<file path="config.mk">
export PLATFORM = sky130hd
export DESIGN_NAME = signed_to_dac
export DESIGN_NICKNAME = d
export VERILOG_FILES = /design/src/rtl/adc_dac_pkg.sv /design/src/rtl/sample_fifo.sv /design/src/rtl/signed_to_dac.sv
export SDC_FILE = /design/constraint.sdc
export NUM_CORES = 1
export LEC_CHECK = 0
export ABC_AREA = 1
export CAP_MARGIN = 20
export CORE_ASPECT_RATIO = 1.1
export CORE_MARGIN = 8
export CORE_UTILIZATION = 30
export CTS_CLUSTER_DIAMETER = 120
export CTS_CLUSTER_SIZE = 24
export DETAILED_ROUTE_END_ITERATION = 10
export PLACE_DENSITY = 0.43
export SYNTH_ARGS = -nofsm -noshare
export SYNTH_HDL_FRONTEND = slang
export SYNTH_SLANG_ARGS = --single-unit
export TNS_END_PERCENT = 100
</file>
<file path="constraint.sdc">
create_clock -name clk -period 4.18 [get_ports clk]
set_input_delay 0.418 -clock clk [delete_from_list [all_inputs] [get_ports clk]]
set_output_delay 0.418 -clock clk [all_outputs]
set_load 0.01 [all_outputs]
</file>
<file path="src/rtl/adc_dac_pkg.sv">
// Shared types and the signed-to-offset-binary mapping for the DAC return path.
// The mapping is the exact inverse of the ADC-side s = 2u - 255.
package adc_dac_pkg;

  localparam int SAMPLE_W = 9;
  localparam int CODE_W   = 8;
  localparam int OFFSET   = 255;

  typedef enum logic [2:0] {
    ST_IDLE    = 3'd0,
    ST_SETUP_I = 3'd1,
    ST_WR_I    = 3'd2,
    ST_HOLD_I  = 3'd3,
    ST_SETUP_Q = 3'd4,
    ST_WR_Q    = 3'd5,
    ST_HOLD_Q  = 3'd6,
    ST_LOAD    = 3'd7
  } dac_state_e;

  typedef struct packed {
    logic [CODE_W-1:0] code_i;
    logic [CODE_W-1:0] code_q;
  } dac_pair_t;

  // Returns {clamped, code}; only s = -256 falls below zero and is clamped.
  function automatic logic [CODE_W:0] to_code(input logic signed [SAMPLE_W-1:0] s);
    logic signed [SAMPLE_W:0] t;
    t = $signed({s[SAMPLE_W-1], s}) + $signed(10'(OFFSET));
    if (t[SAMPLE_W]) begin
      return {1'b1, 8'h00};
    end else begin
      return {1'b0, t[SAMPLE_W-1:1]};
    end
  endfunction

endpackage

</file>
<file path="src/rtl/sample_fifo.sv">
// Single-clock show-ahead FIFO holding converted I/Q code pairs.
// Writes when full and reads when empty are ignored.
module sample_fifo
  import adc_dac_pkg::*;
#(
  parameter int DEPTH = 4,
  parameter int WIDTH = 16,
  parameter int CNT_W = $clog2(DEPTH) + 1
) (
  input  logic             clk,
  input  logic             rst_n,
  input  logic             wr_en_i,
  input  logic [WIDTH-1:0] wr_data_i,
  input  logic             rd_en_i,
  output logic [WIDTH-1:0] rd_data_o,
  output logic             full_o,
  output logic             empty_o,
  output logic [CNT_W-1:0] count_o
);

  localparam int AW = $clog2(DEPTH);

  logic [WIDTH-1:0] mem_q [DEPTH];
  logic [AW-1:0]    wptr_q;
  logic [AW-1:0]    rptr_q;
  logic [CNT_W-1:0] count_q;
  logic             push_s;
  logic             pop_s;

  assign full_o    = (count_q == CNT_W'(DEPTH));
  assign empty_o   = (count_q == {CNT_W{1'b0}});
  assign push_s    = wr_en_i && !full_o;
  assign pop_s     = rd_en_i && !empty_o;
  assign rd_data_o = mem_q[rptr_q];
  assign count_o   = count_q;

  // Pointers and occupancy; pointers wrap naturally since DEPTH is a power of two.
  always_ff @(posedge clk or negedge rst_n) begin
    if (!rst_n) begin
      wptr_q  <= {AW{1'b0}};
      rptr_q  <= {AW{1'b0}};
      count_q <= {CNT_W{1'b0}};
    end else begin
      if (push_s) wptr_q <= wptr_q + AW'(1);
      if (pop_s)  rptr_q <= rptr_q + AW'(1);
      count_q <= count_q + CNT_W'(push_s) - CNT_W'(pop_s);
    end
  end

  // Storage array.
  always_ff @(posedge clk or negedge rst_n) begin
    if (!rst_n) begin
      for (int i = 0; i < DEPTH; i++) mem_q[i] <= {WIDTH{1'b0}};
    end else if (push_s) begin
      mem_q[wptr_q] <= wr_data_i;
    end
  end

endmodule

</file>
<file path="src/rtl/signed_to_dac.sv">
// Converts signed 9-bit I/Q pairs to offset-binary codes and sequences them onto
// a shared-bus dual DAC: write I, write Q, then a common load strobe.
module signed_to_dac
  import adc_dac_pkg::*;
#(
  parameter int FIFO_DEPTH = 4,
  parameter int SETUP_CYC  = 1,
  parameter int WR_CYC     = 2,
  parameter int HOLD_CYC   = 1
) (
  input  logic                       clk,
  input  logic                       rst_n,
  input  logic signed [SAMPLE_W-1:0] signal_in_real,
  input  logic signed [SAMPLE_W-1:0] signal_in_imag,
  input  logic                       in_valid,
  output logic                       in_ready,
  output logic [CODE_W-1:0]          dac_data,
  output logic                       dac_sel,
  output logic                       dac_wr_n,
  output logic                       dac_ldac_n,
  output logic                       busy,
  output logic                       sat_flag,
  input  logic                       sat_clr
);

  localparam int CNT_W = $clog2(FIFO_DEPTH) + 1;
  localparam logic [7:0] SETUP_LD = 8'(SETUP_CYC - 1);
  localparam logic [7:0] WR_LD    = 8'(WR_CYC - 1);
  localparam logic [7:0] HOLD_LD  = 8'(HOLD_CYC - 1);

  dac_state_e        state_q, state_d;
  logic [7:0]        tmr_q, tmr_d;
  dac_pair_t         pair_q, pair_d;
  logic [CODE_W-1:0] data_q, data_d;
  logic              sel_q, sel_d;
  logic              wr_n_q, wr_n_d;
  logic              ldac_n_q, ldac_n_d;
  logic              ready_q, ready_d;
  logic              busy_q, busy_d;
  logic              sat_q, sat_d;

  logic              push_s;
  logic              pop_s;
  logic              tmr_done_s;
  logic [CODE_W:0]   conv_i_s;
  logic [CODE_W:0]   conv_q_s;
  dac_pair_t         wr_pair_s;
  logic [15:0]       fifo_rd_s;
  dac_pair_t         head_s;
  logic              fifo_full_s;
  logic              fifo_empty_s;
  logic [CNT_W-1:0]  fifo_cnt_s;
  logic [CNT_W-1:0]  fifo_cnt_nxt_s;

  assign push_s     = in_valid && ready_q;
  assign conv_i_s   = to_code(signal_in_real);
  assign conv_q_s   = to_code(signal_in_imag);
  assign wr_pair_s  = '{code_i: conv_i_s[CODE_W-1:0], code_q: conv_q_s[CODE_W-1:0]};
  assign head_s     = dac_pair_t'(fifo_rd_s);
  assign tmr_done_s = (tmr_q == 8'd0);

  sample_fifo #(
    .DEPTH (FIFO_DEPTH),
    .WIDTH (16),
    .CNT_W (CNT_W)
  ) u_fifo (
    .clk       (clk),
    .rst_n     (rst_n),
    .wr_en_i   (push_s),
    .wr_data_i (wr_pair_s),
    .rd_en_i   (pop_s),
    .rd_data_o (fifo_rd_s),
    .full_o    (fifo_full_s),
    .empty_o   (fifo_empty_s),
    .count_o   (fifo_cnt_s)
  );

  // Sequencer: each phase loads the shared timer on entry and leaves when it hits zero.
  always_comb begin
    state_d  = state_q;
    tmr_d    = tmr_q;
    pair_d   = pair_q;
    data_d   = data_q;
    sel_d    = sel_q;
    wr_n_d   = 1'b1;
    ldac_n_d = 1'b1;
    pop_s    = 1'b0;
    case (state_q)
      ST_IDLE, ST_LOAD: begin
        if (!fifo_empty_s) begin
          pop_s   = 1'b1;
          pair_d  = head_s;
          data_d  = head_s.code_i;
          sel_d   = 1'b0;
          tmr_d   = SETUP_LD;
          state_d = ST_SETUP_I;
        end else begin
          state_d = ST_IDLE;
        end
      end
      ST_SETUP_I, ST_SETUP_Q: begin
        if (tmr_done_s) begin
          wr_n_d  = 1'b0;
          tmr_d   = WR_LD;
          state_d = (state_q == ST_SETUP_I) ? ST_WR_I : ST_WR_Q;
        end else begin
          tmr_d   = tmr_q - 8'd1;
        end
      end
      ST_WR_I, ST_WR_Q: begin
        if (tmr_done_s) begin
          tmr_d   = HOLD_LD;
          state_d = (state_q == ST_WR_I) ? ST_HOLD_I : ST_HOLD_Q;
        end else begin
          wr_n_d  = 1'b0;
          tmr_d   = tmr_q - 8'd1;
        end
      end
      ST_HOLD_I: begin
        if (tmr_done_s) begin
          data_d  = pair_q.code_q;
          sel_d   = 1'b1;
          tmr_d   = SETUP_LD;
          state_d = ST_SETUP_Q;
        end else begin
          tmr_d   = tmr_q - 8'd1;
        end
      end
      ST_HOLD_Q: begin
        if (tmr_done_s) begin
          ldac_n_d = 1'b0;
          state_d  = ST_LOAD;
        end else begin
          tmr_d    = tmr_q - 8'd1;
        end
      end
      default: begin
        state_d = ST_IDLE;
      end
    endcase
  end

  // Next-cycle status flags; in_ready and busy track the occupancy after this edge.
  always_comb begin
    fifo_cnt_nxt_s = fifo_cnt_s + CNT_W'(push_s) - CNT_W'(pop_s);
    ready_d        = (fifo_cnt_nxt_s != CNT_W'(FIFO_DEPTH));
    busy_d         = (state_d != ST_IDLE) || (fifo_cnt_nxt_s != {CNT_W{1'b0}});
    if (push_s && (conv_i_s[CODE_W] || conv_q_s[CODE_W])) begin
      sat_d = 1'b1;
    end else if (sat_clr) begin
      sat_d = 1'b0;
    end else begin
      sat_d = sat_q;
    end
  end

  // State and registered outputs.
  always_ff @(posedge clk or negedge rst_n) begin
    if (!rst_n) begin
      state_q  <= ST_IDLE;
      tmr_q    <= 8'd0;
      pair_q   <= '{code_i: 8'h00, code_q: 8'h00};
      data_q   <= 8'h00;
      sel_q    <= 1'b0;
      wr_n_q   <= 1'b1;
      ldac_n_q <= 1'b1;
      ready_q  <= 1'b0;
      busy_q   <= 1'b0;
      sat_q    <= 1'b0;
    end else begin
      state_q  <= state_d;
      tmr_q    <= tmr_d;
      pair_q   <= pair_d;
      data_q   <= data_d;
      sel_q    <= sel_d;
      wr_n_q   <= wr_n_d;
      ldac_n_q <= ldac_n_d;
      ready_q  <= ready_d;
      busy_q   <= busy_d;
      sat_q    <= sat_d;
    end
  end

  assign in_ready   = ready_q;
  assign dac_data   = data_q;
  assign dac_sel    = sel_q;
  assign dac_wr_n   = wr_n_q;
  assign dac_ldac_n = ldac_n_q;
  assign busy       = busy_q;
  assign sat_flag   = sat_q;

endmodule

</file>
# After elaboration in Yosys (flattened, before gate mapping)
# Index checks and enable logic that the tools add are counted.
[classes] n_bitwise=3 order_cmp=3 n_reduce_logical=23 n_addsub=9 n_eq_ne=12 muxes=35
[ops] operator="bitwise mux 64 bit" count=1
[ops] operator="two-way mux 16 bit" count=3
[ops] operator="two-way mux 8 bit" count=6
[ops] operator="binary-select mux 16 bit (select 2 bit)" count=1
[ops] operator="demux 16 bit (select 2 bit)" count=1
[ops] operator="case mux 8 bit (4 select lines)" count=1
[ops] operator="adder 9 x 9 -> 10 bit, second input constant" count=2
[ops] operator="two-way mux 3 bit" count=6
[ops] operator="two-way mux 9 bit" count=2
[ops] operator="case mux 8 bit (2 select lines)" count=1
[ops] operator="== test 3 bit, second input constant" count=5
[ops] operator="case mux 3 bit (5 select lines)" count=1
[ops] operator="two-way mux 1 bit" count=10
[ops] operator="logical NOT 8 bit" count=1
[ops] operator="subtractor 8 x 1 -> 8 bit, second input constant" count=1
[ops] operator="adder 3 x 1 -> 3 bit" count=2
[ops] operator="== test 3 x 2 -> 1 bit, second input constant" count=2
[ops] operator=">= comparator 3 bit, second input constant" count=2
[ops] operator="logical NOT 3 bit" count=2
[ops] operator="!= test 2 bit, second input constant" count=3
[ops] operator="inverter 2 -> 3 bit" count=2
[ops] operator="nonzero test 3 bit" count=2
[ops] operator="OR reduction 2 bit" count=3
[ops] operator="subtractor 3 x 1 -> 3 bit" count=2
[ops] operator="other kinds (13)" count=23
[totals] word_cells=102 output_inout_bits=14 inputBits=22 ff_bits=104

# Longest topological paths before layout
# Gate-level depths: netlist of the first run.
[depth] ltp_word=6 mapped_depth=13 ltp_nobuf=12

# Hierarchy
# A second synthesis of the first run with hierarchy kept.
[unflattened] cells_unflattened=765 area_unflattened_um2=5819.3
[modules_own_cells] mod="sample_fifo" n_inst=1 area_each_um2=3564.7 cells_each=445
[modules_own_cells] mod="signed_to_dac" n_inst=1 area_each_um2=2254.7 cells_each=320

# Least setup slack after synthesis of the first run
# Ideal clock, no wire load.
[synth_path] kind="flip-flop to flip-flop" from="register u_fifo.count_q[1], in the netlist u_fifo.count_o[1]" to="register busy_q, in the netlist busy" t_arrival_ns=2.454 path_buffers=1 period_less_slack_ns=2.585 stages_incl_launch_ff=14 setup_time_ns=0.132 path_slack_ns=1.595 t_required_ns=4.048 cell_sequence="dfrtp_1 > inv_2 > nand2_1 > nor2_1 > inv_1 > nand2_2 > inv_4 > buf_6 > ha_1 > inv_1 > ha_1 > fa_1 > nor2_1 > or3b_1"
[synth_via] elab_chain_cells=6
[synth_rtl] item="start: declaration" line_no="sample_fifo.sv:26" rtl="logic [CNT_W-1:0] count_q;"
[synth_rtl] item="start signal: assignment" line_no="sample_fifo.sv:42" rtl="count_q <= {CNT_W{1'b0}};"
[synth_rtl] item="start signal: assignment" line_no="sample_fifo.sv:46" rtl="count_q <= count_q + CNT_W'(push_s) - CNT_W'(pop_s);"
[synth_rtl] item="logical NOT 3 bit" line_no="sample_fifo.sv:31" rtl="assign empty_o = (count_q == {CNT_W{1'b0}});"
[synth_rtl] item="two-way mux 1 bit" line_no="signed_to_dac.sv:90" rtl="if (!fifo_empty_s) begin"
[synth_rtl] item="two-way mux 1 bit" line_no="signed_to_dac.sv:88" rtl="case (state_q)"
[synth_rtl] item="net pop_s" line_no="signed_to_dac.sv:43" rtl="logic pop_s;"
[synth_rtl] item="subtractor 3 x 1 -> 3 bit" line_no="signed_to_dac.sv:145" rtl="fifo_cnt_nxt_s = fifo_cnt_s + CNT_W'(push_s) - CNT_W'(pop_s);"
[synth_rtl] item="nonzero test 3 bit" line_no="signed_to_dac.sv:147" rtl="busy_d = (state_d != ST_IDLE) || (fifo_cnt_nxt_s != {CNT_W{1'b0}});"
[synth_rtl] item="logical OR 1 bit" line_no="signed_to_dac.sv:147"
[synth_rtl] item="net busy_d" line_no="signed_to_dac.sv:39" rtl="logic busy_q, busy_d;"
[synth_rtl] item="end signal: assignment" line_no="signed_to_dac.sv:179" rtl="busy_q <= busy_d;"
[synth_rtl] item="end: declaration" line_no="signed_to_dac.sv:39"
# The timed path passes the listed nets, and every way through them passes these cells.
# A chain may end at the register's enable or synchronous reset.

# Worst setup path in the final report of the first run
[layout_path] from="register u_fifo.count_q[1], in the netlist u_fifo.count_o[1]" to="register busy_q, in the netlist busy"
[layout_via] elab_chain_cells=6
[layout_rtl] item="branches (longest 5 deep; another with adder 3 x 1 -> 3 bit)"
[layout_rtl] item="logical OR 1 bit *" line_no="signed_to_dac.sv:147"
[layout_rtl] item="net busy_d" line_no="signed_to_dac.sv:39"
# Mark *: on every way through the listed nets, which the timed path passes.

==> out/results.txt, run 1 <==
status -> finished, final reports clean
wl on met1 -> 6.07 mm
Leakage -> 3.04 nW
TNS Setup -> 0 ns
Pwr Density -> 755 nW/um^2
dpl cells -> 918
r2r endpoint -> busy$_DFF_PN0_
DR iter-0 viols -> 157
Main synth FF type -> dfrtp_1
Core Rows -> 51
Max-Cap Viols -> 0
worst path buffer plus inverter count -> 4
global-route usage over all layers -> 12.8%
syn nets -> 701
layout cells sized above 1 -> 5.74%
reg2reg setup slack -> 1.52 ns
drt drc -> 0
final hold violation count -> 0
number of enable flip-flop cells after synthesis -> 0
clk buf depth -> 2
routed vias -> 4271
Post-Layout Cell Count -> 935
router iterations before antenna repair -> 4
Clock Pin Slew Worst Setup and Hold Paths -> 0.07 ns
CTS tree -> built
metal2 WL -> 6.64 mm
Worst EP required -> 4.41 ns
final period utilization -> 63.5%
setup bufs post-CTS -> 0
cts repair resizes -> 0
buffer type at the clock tree root -> clkbuf_16
largest net degree at the start of global routing -> 79
most frequent cells in the layout -> nand2_1, dfrtp_1, o21ai_0
die height -> 155 um
Startpoint Class -> flop
Mapped Area -> 5270 um^2
area grow syn2layout -> 16.9%
GPL Wtd Cong -> 0.789
Initial Util -> 30.2%
RSZ-0062 raised after global routing -> no
Yosys cell types -> 32
Met3 Wirelength -> 427 um
maximum clock rate -> 377 MHz
Post-Route WL -> 13.2 mm
endpoint type of the worst setup path -> flop
die area -> 22100 um^2
global-route wire length before repair -> 22.3 mm
port buffer count -> 35
critical-path cell list -> inv_2 > nand2_1 > nor2_1 > inv_1 > nand2_2 > inv_4 > ha_1 > inv_1 > ha_1 > fa_1 > nor2_1 > or3b_1
wire per inst -> 14.1 um
Worst Hold Class -> in -> async
clk_skew -> 0.00964 ns
mean post-synth cell area -> 7.90 um^2
worst r2r src -> u_fifo.count_o[1]$_DFF_PN0_
post-DP HPWL -> 9.17 mm
Final nets -> 726
slowest CP cell -> fa_1
number of synthesized register bits -> 104
final setup fails -> 0
Worst path max stage delay -> 0.44 ns
GRT Residual Overflow -> 0
peak supply drop -> 0.241 mV
vias in the first global route -> 4418
Avg Vias per Cell -> 4.57
min Tclk post-route -> 2.66 ns
initial antenna violation count -> 0
crit path max fanout -> 18
core area -> 17500 um^2
Synth warnings -> 0
Slew @ Worst Pin -> 0.978 ns
clock latency at the later pin of the worst-skew pair -> 0.35 ns
hold-fix buffers at CTS -> 0
register area share after synthesis -> 49.4%
clock sink count -> 104
Synth async-reset ratio -> 100%
number of routed nets with antenna violations -> 0
fin. max-slew vios -> 0
Slew HR -> 34.7%
final antenna diode count -> 0
I/O pin count -> 36
Die Wd -> 142 um
Final Core Density -> 35.3%
delay-heaviest family, CP -> adder cells
Worst R2R Path Depth -> 12
H-tree depth -> 3
most common cell after layout, fill and taps aside -> nand2_1
Top Metal Used -> met4
CTS buffer count -> 9
kind of critical path -> reg -> reg
Arr. time, crit path -> 2.88 ns
Post-Syn Instances -> 667
==> worst register-to-register path: cells and delay by family, from the launching register on <==
family	cells	cell delay (ns)
fa+ha+maj	3	0.91
buf+inv	4	0.35
flops	1	0.39
simple gates	5	0.88
==> layer usage <==
metal  global-route usage [%]  up-vias
met3                     3.22        4
li1                         -     2180
met2                     21.8       69
met1                     15.9     2018
met4                     3.19        0
met5                        0        -
==> flip-flops by register name, indices dropped and copies added (netlist names) <==
register	count
u_fifo.mem_q	64
dac_data	8
pair_q	8
tmr_q	8
state_q	3
u_fifo.count_o	3
u_fifo.rptr_q	2
u_fifo.wptr_q	2
busy	1
dac_ldac_n	1
dac_sel	1
dac_wr_n	1
in_ready	1
sat_flag	1
==> synth_stat cells, types with 2 or more instances <==
cell type    n  area share (%)
fa_1         2            0.76
clkbuf_1     8            0.57
xor2_1       9             1.5
dfrtp_1    102              48
inv_2        2            0.14
nor2_1      45             3.2
nand2_2      4            0.47
buf_2       16             1.5
ha_1        10             2.4
o21ai_1      5            0.47
o21ai_0     92             8.7
nand3_2      2            0.38
o22ai_1      8            0.95
nand2_4      3            0.64
xnor2_1      3            0.50
dfstp_2      2             1.0
nand3_1     53             5.0
buf_6        3            0.64
nor2_2       2            0.24
inv_1       62             4.4
a21oi_1     12             1.1
nand2_1    210              15
nand4_1      3            0.36
==> report_power, final <==
group / total [W] / internal, W / switching, W
clock network: 0.000938 / 0.000575 / 0.000363
registers: 0.00174 / 0.00145 / 0.000285
logic: 0.00198 / 0.000722 / 0.00126
==> worst max path at each step <==
stage	cells after the start	endpoint	slack [ns]	start
floorplan	13	busy$_DFF_PN0_	1.59	u_fifo.count_o[1]$_DFF_PN0_
global placement	12	busy$_DFF_PN0_	1.57	u_fifo.count_o[1]$_DFF_PN0_
detailed placement	12	busy$_DFF_PN0_	1.50	u_fifo.count_o[1]$_DFF_PN0_
CTS	12	busy$_DFF_PN0_	1.48	u_fifo.count_o[1]$_DFF_PN0_
global route	12	busy$_DFF_PN0_	1.31	u_fifo.count_o[1]$_DFF_PN0_
finish	12	busy$_DFF_PN0_	1.52	u_fifo.count_o[1]$_DFF_PN0_
==> kinds of logic after synthesis <==
| family | Yosys count | share of synthesized area [%] |
|---|---|---|
| flip-flops | 104 | 49.4 |
| AND/OR/NAND/NOR | 326 | 26.0 |
| XOR/XNOR | 12 | 1.99 |
| AO/OA/AOI/OAI | 120 | 12.0 |
| buffers and inverters | 93 | 7.48 |
| adder cells (fa/ha/maj) | 12 | 3.13 |
==> stage by stage <==
| stage | total power, W | hold slack (ns) | instance area, um^2 | worst slack (ns) |
|---|---|---|---|---|
| 3_3_place_gp | 0.00373 | 0.461 | 5810 | 1.57 |
| 6_report | 0.00466 | 0.0420 | 6170 | 1.52 |
| 4_1_cts | 0.00474 | 0.309 | 6150 | 1.48 |
| 2_1_floorplan | 0.00317 | 0.122 | 5270 | 1.59 |
| 3_5_place_dp | 0.00378 | 0.458 | 5810 | 1.50 |
| 5_1_grt | 0.00513 | 0.0735 | 6170 | 1.31 |
==> layout make-up <==
type                       count  area, um^2
timing repair buffer          41         405
fill                        1895       11300
clock buffer                  14         274
sequential                   104        2610
clock inverter                 2        60.1
tap                          238         298
inverter                      66         250
multi-input combinational    470        2270
No activity file was read; power rests on OpenSTA's default activity.
==> run 2, diff against run 1 <==
==> constraint.sdc (replaced) <==
create_clock -name clk -period 2.7 [get_ports clk]
set_input_delay 0.27 -clock clk [delete_from_list [all_inputs] [get_ports clk]]
set_output_delay 0.27 -clock clk [all_outputs]
set_load 0.01 [all_outputs]
==> run 2 against run 1 <==
Against the previous run: via count rose by 3.5%; first-iteration DRC count grew 71%; hold slack gained 0.42 ns; clock skew rose by 0.0034 ns; sequential share of layout area shrank 0.18 points; global-route usage grew 0.21 points; die area unchanged; critical path depth is 1 lower; register-to-register slack worse by 1.3 ns; largest power group unchanged.
==> out/results.txt, run 2 (synthesized netlist as in run 1, its figures left out) <==
GR Util met1 -> 16.7% (was 15.9%)
drt drc -> 0 (unchanged)
layout cells sized above 1 -> 7.23% (was 5.74%)
buffer type at the clock tree root -> clkbuf_16 (unchanged)
hold_ws -> 0.462 ns (was 0.0420 ns)
setup bufs post-CTS -> 0 (unchanged)
GRT Max-Usage Layer -> met2 (unchanged)
TNS Setup -> 0 ns (unchanged)
final hold violation count -> 0 (unchanged)
clk buf depth -> 2 (unchanged)
Final nets -> 734 (was 726)
Initial Util -> 30.2% (unchanged)
grt met2 use -> 21.4% (was 21.8%)
clk_skew -> 0.0130 ns (was 0.00964 ns)
H-tree depth -> 3 (unchanged)
pre-CTS setup slack -> 0.164 ns (was 1.50 ns)
total power -> 0.00714 W (was 0.00466 W)
area grow syn2layout -> 17.5% (was 16.9%)
Arr. time, crit path -> 2.70 ns (was 2.88 ns)
wire per inst -> 14.1 um (about the same)
peak supply drop -> 0.412 mV (was 0.241 mV)
DR iter-0 viols -> 269 (was 157)
clock sink count -> 104 (unchanged)
Die Wd -> 142 um (unchanged)
Clock Pin Slew Worst Setup and Hold Paths -> 0.07 ns (about the same)
status -> finished, final reports clean (unchanged)
met3 Use GR -> 2.24% (was 3.22%)
Slew @ Worst Pin -> 0.587 ns (was 0.978 ns)
Core Rows -> 51 (unchanged)
I/O pin count -> 36 (unchanged)
final antenna diode count -> 0 (unchanged)
die area -> 22100 um^2 (unchanged)
initial antenna violation count -> 0 (unchanged)
number of routed nets with antenna violations -> 0 (unchanged)
clock latency at the later pin of the worst-skew pair -> 0.36 ns (was 0.35 ns)
die height -> 155 um (unchanged)
final setup margin -> 0.230 ns (was 1.52 ns)
Most flops, register -> u_fifo.mem_q (unchanged)
maximum clock rate -> 405 MHz (was 377 MHz)
kind of critical path -> reg -> reg (unchanged)
Worst Hold Class -> in -> async (unchanged)
global-route usage over all layers -> 13.0% (was 12.8%)
largest net degree at the start of global routing -> 44 (was 79)
core area -> 17500 um^2 (unchanged)
Startpoint Class -> flop (unchanged)
Post-Route WL -> 13.3 mm (was 13.2 mm)
Worst EP required -> 2.93 ns (was 4.41 ns)
routed vias -> 4421 (was 4271)
final period utilization -> 91.5% (was 63.5%)
CTS buffer count -> 9 (unchanged)
most common cell after layout, fill and taps aside -> nand2_1 (unchanged)
GRT Residual Overflow -> 0 (unchanged)
flip-flop count of the largest register after layout -> 64 (unchanged)
final setup fails -> 0 (unchanged)
Pwr Density -> 1150 nW/um^2 (was 755 nW/um^2)
post-DP HPWL -> 9.33 mm (was 9.17 mm)
Slew HR -> 60.9% (was 34.7%)
vias in the first global route -> 4428 (was 4418)
most frequent cells in the layout -> nand2_1, dfrtp_1, o21ai_0 (unchanged)
Leakage -> 3.05 nW (was 3.04 nW)
global-route wire length before repair -> 22.7 mm (was 22.3 mm)
GPL Wtd Cong -> 0.782 (was 0.789)
Avg Vias per Cell -> 4.69 (was 4.57)
router iterations before antenna repair -> 4 (unchanged)
CTS tree -> built (unchanged)
min Tclk post-route -> 2.47 ns (was 2.66 ns)
fin. max-slew vios -> 0 (unchanged)
crit path max fanout -> 7 (was 18)
Max-Cap Viols -> 0 (unchanged)
endpoint type of the worst setup path -> flop (unchanged)
RSZ-0062 raised after global routing -> no (unchanged)
port buffer count -> 35 (unchanged)
## run 2: cell count changes in the layout (fill, tap and decap cells not counted), sizes merged
cell	previous run	this run
clkinvlp	0	1
buf	7	14
clkbuf	14	11
bufinv	2	0
dlygate4sd3	0	1
inv	65	67
clkinv	1	3
## run 2: final timing paths
check | endpoint | slack (ns) | cells past startpoint | from
worst min register to register | dac_data[1]$_DFFE_PN0P_ | 0.47 | 2 | dac_data[1]$_DFFE_PN0P_
worst min-delay path | dac_data[5]$_DFFE_PN0P_ | 0.46 | 2 | rst_n
worst max-delay path | busy$_DFF_PN0_ | 0.23 | 11 | state_q[0]$_DFF_PN0_
min in group clk | dac_data[1]$_DFFE_PN0P_ | 0.47 | 2 | dac_data[1]$_DFFE_PN0P_
max in group asynchronous | u_fifo.mem_q[46]$_DFFE_PN0P_ | 1.52 | 3 | rst_n
worst max register to register | busy$_DFF_PN0_ | 0.23 | 11 | state_q[0]$_DFF_PN0_
## run 2: cell type report
cell class | count | area (um^2)
clock buffer | 11 | 253
clock inverter | 5 | 38.8
fill | 1869 | 11300
inverter | 66 | 250
multi-input combinational | 470 | 2280
sequential | 104 | 2610
tap | 238 | 298
timing repair buffer | 49 | 468
## run 2: layer usage
metal,vias up,routed length (um)
li1,2193,-
met1,2127,6180
met2,88,6560
met3,13,415
met4,0,174
met5,-,0
## run 2: what timing repair did
action,4_1_cts,5_1_grt
gates resized for setup,0,3
hold endpoints to repair,39,0
endpoints found under the setup margin,0,1
hold buffers,1,0
## run 2: per-stage QoR
stage          instance area, um^2  util, %  std cells
6_report                      6190     35.4        943
5_1_grt                       6190     35.4        943
4_1_cts                       6190     35.4        943
3_5_place_dp                  5880     33.7        926
3_3_place_gp                  5880     33.7        926
2_1_floorplan                 5270        -        667
## run 2: worst max-delay path, cell delays in order, from the launching register on
cell and delay, ns:
dfrtp_1 0.45, inv_1 0.12, nand2_2 0.12, nand2_4 0.09, nand2_2 0.12, inv_4 0.04
ha_1 0.27, inv_1 0.05, ha_1 0.19, fa_1 0.43, nor2_1 0.13, or3b_1 0.34
## run 2: power breakdown
part | internal, W | switching, W
Combinational | 0.00117 | 0.00202
Clock | 0.000684 | 0.000619
Sequential | 0.00225 | 0.000393
==> run 3, diff against run 2 <==
--- a/config.mk
+++ b/config.mk
@@ -14,6 +14,7 @@
 export CTS_CLUSTER_SIZE = 24
 export DETAILED_ROUTE_END_ITERATION = 10
 export PLACE_DENSITY = 0.43
+export SLEW_MARGIN = 10
 export SYNTH_ARGS = -nofsm -noshare
 export SYNTH_HDL_FRONTEND = slang
 export SYNTH_SLANG_ARGS = --single-unit
==> constraint.sdc (replaced) <==
create_clock -name clk -period 2.3 [get_ports clk]
set_input_delay 0.23 -clock clk [delete_from_list [all_inputs] [get_ports clk]]
set_output_delay 0.23 -clock clk [all_outputs]
set_load 0.01 [all_outputs]
==> run 3 against run 2 <==
Against the previous run: clock skew down 0.0033 ns; combinational power rose by 25%; first-iteration DRC count down 7.8%; count of clock-buffer cells in the layout is the same; register-to-register slack worse by 0.16 ns; via count decreased by 1.4%; largest power group unchanged; utilization rose by 0.84 points; hold slack lost 0.024 ns; largest cell class unchanged; wire length up 1.7%; sequential share of layout area decreased by 0.98 points; non-clock buffer count up 6; critical path type unchanged; global-route usage barely moved.
==> out/results.txt, run 3 (synthesized netlist as in run 1, its figures left out) <==
router iterations before antenna repair -> 5 (was 4)
reg2reg setup slack -> 0.07 ns (was 0.23 ns)
final antenna diode count -> 0 (unchanged)
slowest CP cell -> dfrtp_2 (was dfrtp_1)
flip-flop count of the largest register after layout -> 64 (unchanged)
global-route usage over all layers -> 13.1% (was 13.0%)
Clock Pin Slew Worst Setup and Hold Paths -> 0.08 ns (was 0.07 ns)
Most flops, register -> u_fifo.mem_q (unchanged)
status -> finished, final reports clean (unchanged)
initial antenna violation count -> 0 (unchanged)
r2r endpoint -> busy$_DFF_PN0_ (unchanged)
buffer type at the clock tree root -> clkbuf_16 (unchanged)
Core Rows -> 51 (unchanged)
DR iter-0 viols -> 248 (was 269)
CTS buffer count -> 9 (unchanged)
GPL Wtd Cong -> 0.802 (was 0.782)
kind of critical path -> reg -> reg (unchanged)
Leakage -> 3.11 nW (was 3.05 nW)
largest net degree at the start of global routing -> 105 (was 44)
final setup margin -> 0.0689 ns (was 0.230 ns)
I/O pin count -> 36 (unchanged)
worst hold stages -> 2
layout cells sized above 1 -> 9.00% (was 7.23%)
maximum clock rate -> 448 MHz (was 405 MHz)
die area -> 22100 um^2 (unchanged)
Worst Hold Class -> in -> reg (was in -> async)
Max-Cap Viols -> 0 (unchanged)
Worst Hold End -> sat_flag$_DFFE_PN0P_
most common cell after layout, fill and taps aside -> nand2_1 (unchanged)
most frequent cells in the layout -> nand2_1, dfrtp_1, o21ai_0 (unchanged)
pre-CTS setup slack -> 0.0523 ns (was 0.164 ns)
Worst EP required -> 2.53 ns (was 2.93 ns)
clock latency at the later pin of the worst-skew pair -> 0.35 ns (was 0.36 ns)
number of routed nets with antenna violations -> 0 (unchanged)
setup bufs post-CTS -> 0 (unchanged)
Slew @ Worst Pin -> 0.608 ns (was 0.587 ns)
global-route wire length before repair -> 22.8 mm (was 22.7 mm)
final hold violation count -> 0 (unchanged)
Startpoint Class -> flop (unchanged)
CTS tree -> built (unchanged)
clk buf depth -> 2 (unchanged)
post-DP HPWL -> 9.21 mm (was 9.33 mm)
Arr. time, crit path -> 2.47 ns (was 2.70 ns)
hold_sp -> sat_clr
worst path buffer plus inverter count -> 2 (was 3)
Fillers -> 1859 (was 1869)
core area -> 17500 um^2 (unchanged)
critical-path cell list -> nor2_4 > nand2_2 > nand2_4 > nand2_4 > inv_4 > ha_4 > inv_2 > ha_4 > fa_2 > nor2_2 > or3b_1 (was inv_1 > nand2_2 > nand2_4 > nand2_2 > inv_4 > ha_1 > inv_1 > ha_1 > fa_1 > nor2_1 > or3b_1)
Worst R2R Path Depth -> 11 (unchanged)
Pwr Density -> 1390 nW/um^2 (was 1150 nW/um^2)
H-tree depth -> 3 (unchanged)
Initial Util -> 30.2% (unchanged)
RSZ-0062 raised after global routing -> yes (was no)
drt drc -> 0 (unchanged)
fin. max-slew vios -> 0 (unchanged)
Die Wd -> 142 um (unchanged)
GRT Residual Overflow -> 0 (unchanged)
Reg area -> 2610 um^2 (unchanged)
final setup fails -> 0 (unchanged)
Final nets -> 740 (was 734)
final period utilization -> 97.0% (was 91.5%)
area grow syn2layout -> 20.3% (was 17.5%)
wire per inst -> 14.3 um (was 14.1 um)
clock sink count -> 104 (unchanged)
min Tclk post-route -> 2.23 ns (was 2.47 ns)
total power -> 0.00883 W (was 0.00714 W)
area of the multi-input gates -> 2320 um^2 (was 2280 um^2)
worst r2r src -> state_q[1]$_DFF_PN0_ (was state_q[0]$_DFF_PN0_)
Slew HR -> 59.4% (was 60.9%)
vias in the first global route -> 4437 (was 4428)
die height -> 155 um (unchanged)
Post-Route WL -> 13.6 mm (was 13.3 mm)
Avg Vias per Cell -> 4.59 (was 4.69)
delay-heaviest family, CP -> simple AND/OR/NAND/NOR gates (was adder cells)
port buffer count -> 35 (unchanged)
Worst path max stage delay -> 0.43 ns (was 0.45 ns)
crit path max fanout -> 3 (was 7)
endpoint type of the worst setup path -> flop (unchanged)
clk_skew -> 0.00970 ns (was 0.0130 ns)
peak supply drop -> 0.477 mV (was 0.412 mV)
routed vias -> 4359 (was 4421)
run 3: per-layer routing:
metal,wire length [um],track usage (%)
met2,6340,21.4
met1,6620,16.8
met4,209,4.41
met5,0,0
met3,390,2.67
run 3: worst max-delay path by stage:
stage	from	endpoint	slack [ns]	depth (start not counted)
after floorplan	u_fifo.count_o[1]$_DFF_PN0_	busy$_DFF_PN0_	-0.11	13
after global placement	state_q[1]$_DFF_PN0_	busy$_DFF_PN0_	0.11	11
after detailed placement	state_q[1]$_DFF_PN0_	busy$_DFF_PN0_	0.05	11
after CTS	state_q[1]$_DFF_PN0_	busy$_DFF_PN0_	0.05	11
after global routing	u_fifo.count_o[2]$_DFF_PN0_	busy$_DFF_PN0_	-0.02	12
final	state_q[1]$_DFF_PN0_	busy$_DFF_PN0_	0.07	11
run 3: metrics by stage:
stage	instance area (um^2)	setup TNS [ns]	utilization, %	std cells	hold slack, ns
2_1_floorplan	5320	-0.111	-	667	-0.0656
3_3_place_gp	5990	0	34.3	932	0.360
3_5_place_dp	5990	0	34.3	932	0.362
4_1_cts	6340	0	36.3	949	0.429
5_1_grt	6340	-0.0248	36.3	949	0.445
6_report	6340	0	36.3	949	0.438
run 3: where the power goes:
group | internal [W] | switching, W | leakage [nW]
Sequential | 0.00264 | 0.000434 | 1.30
Combinational | 0.00152 | 0.00247 | 1.65
Clock | 0.00103 | 0.000735 | 0.167
Total | 0.00519 | 0.00364 | 3.11
run 3: layout make-up:
| cell class | count | share of cell area [%] |
|---|---|---|
| clock buffer | 11 | 3.99 |
| clock inverter | 5 | 1.36 |
| sequential | 104 | 41.1 |
| multi-input combinational | 470 | 36.6 |
| tap | 238 | 4.70 |
| timing repair buffer | 55 | 8.29 |
| inverter | 66 | 3.95 |
run 3: repair_timing:
action / CTS / global route
endpoints found under the setup margin: 0 / 1
hold endpoints to repair: 69 / 0
gates resized for setup: 0 / 1
hold buffers: 1 / 0
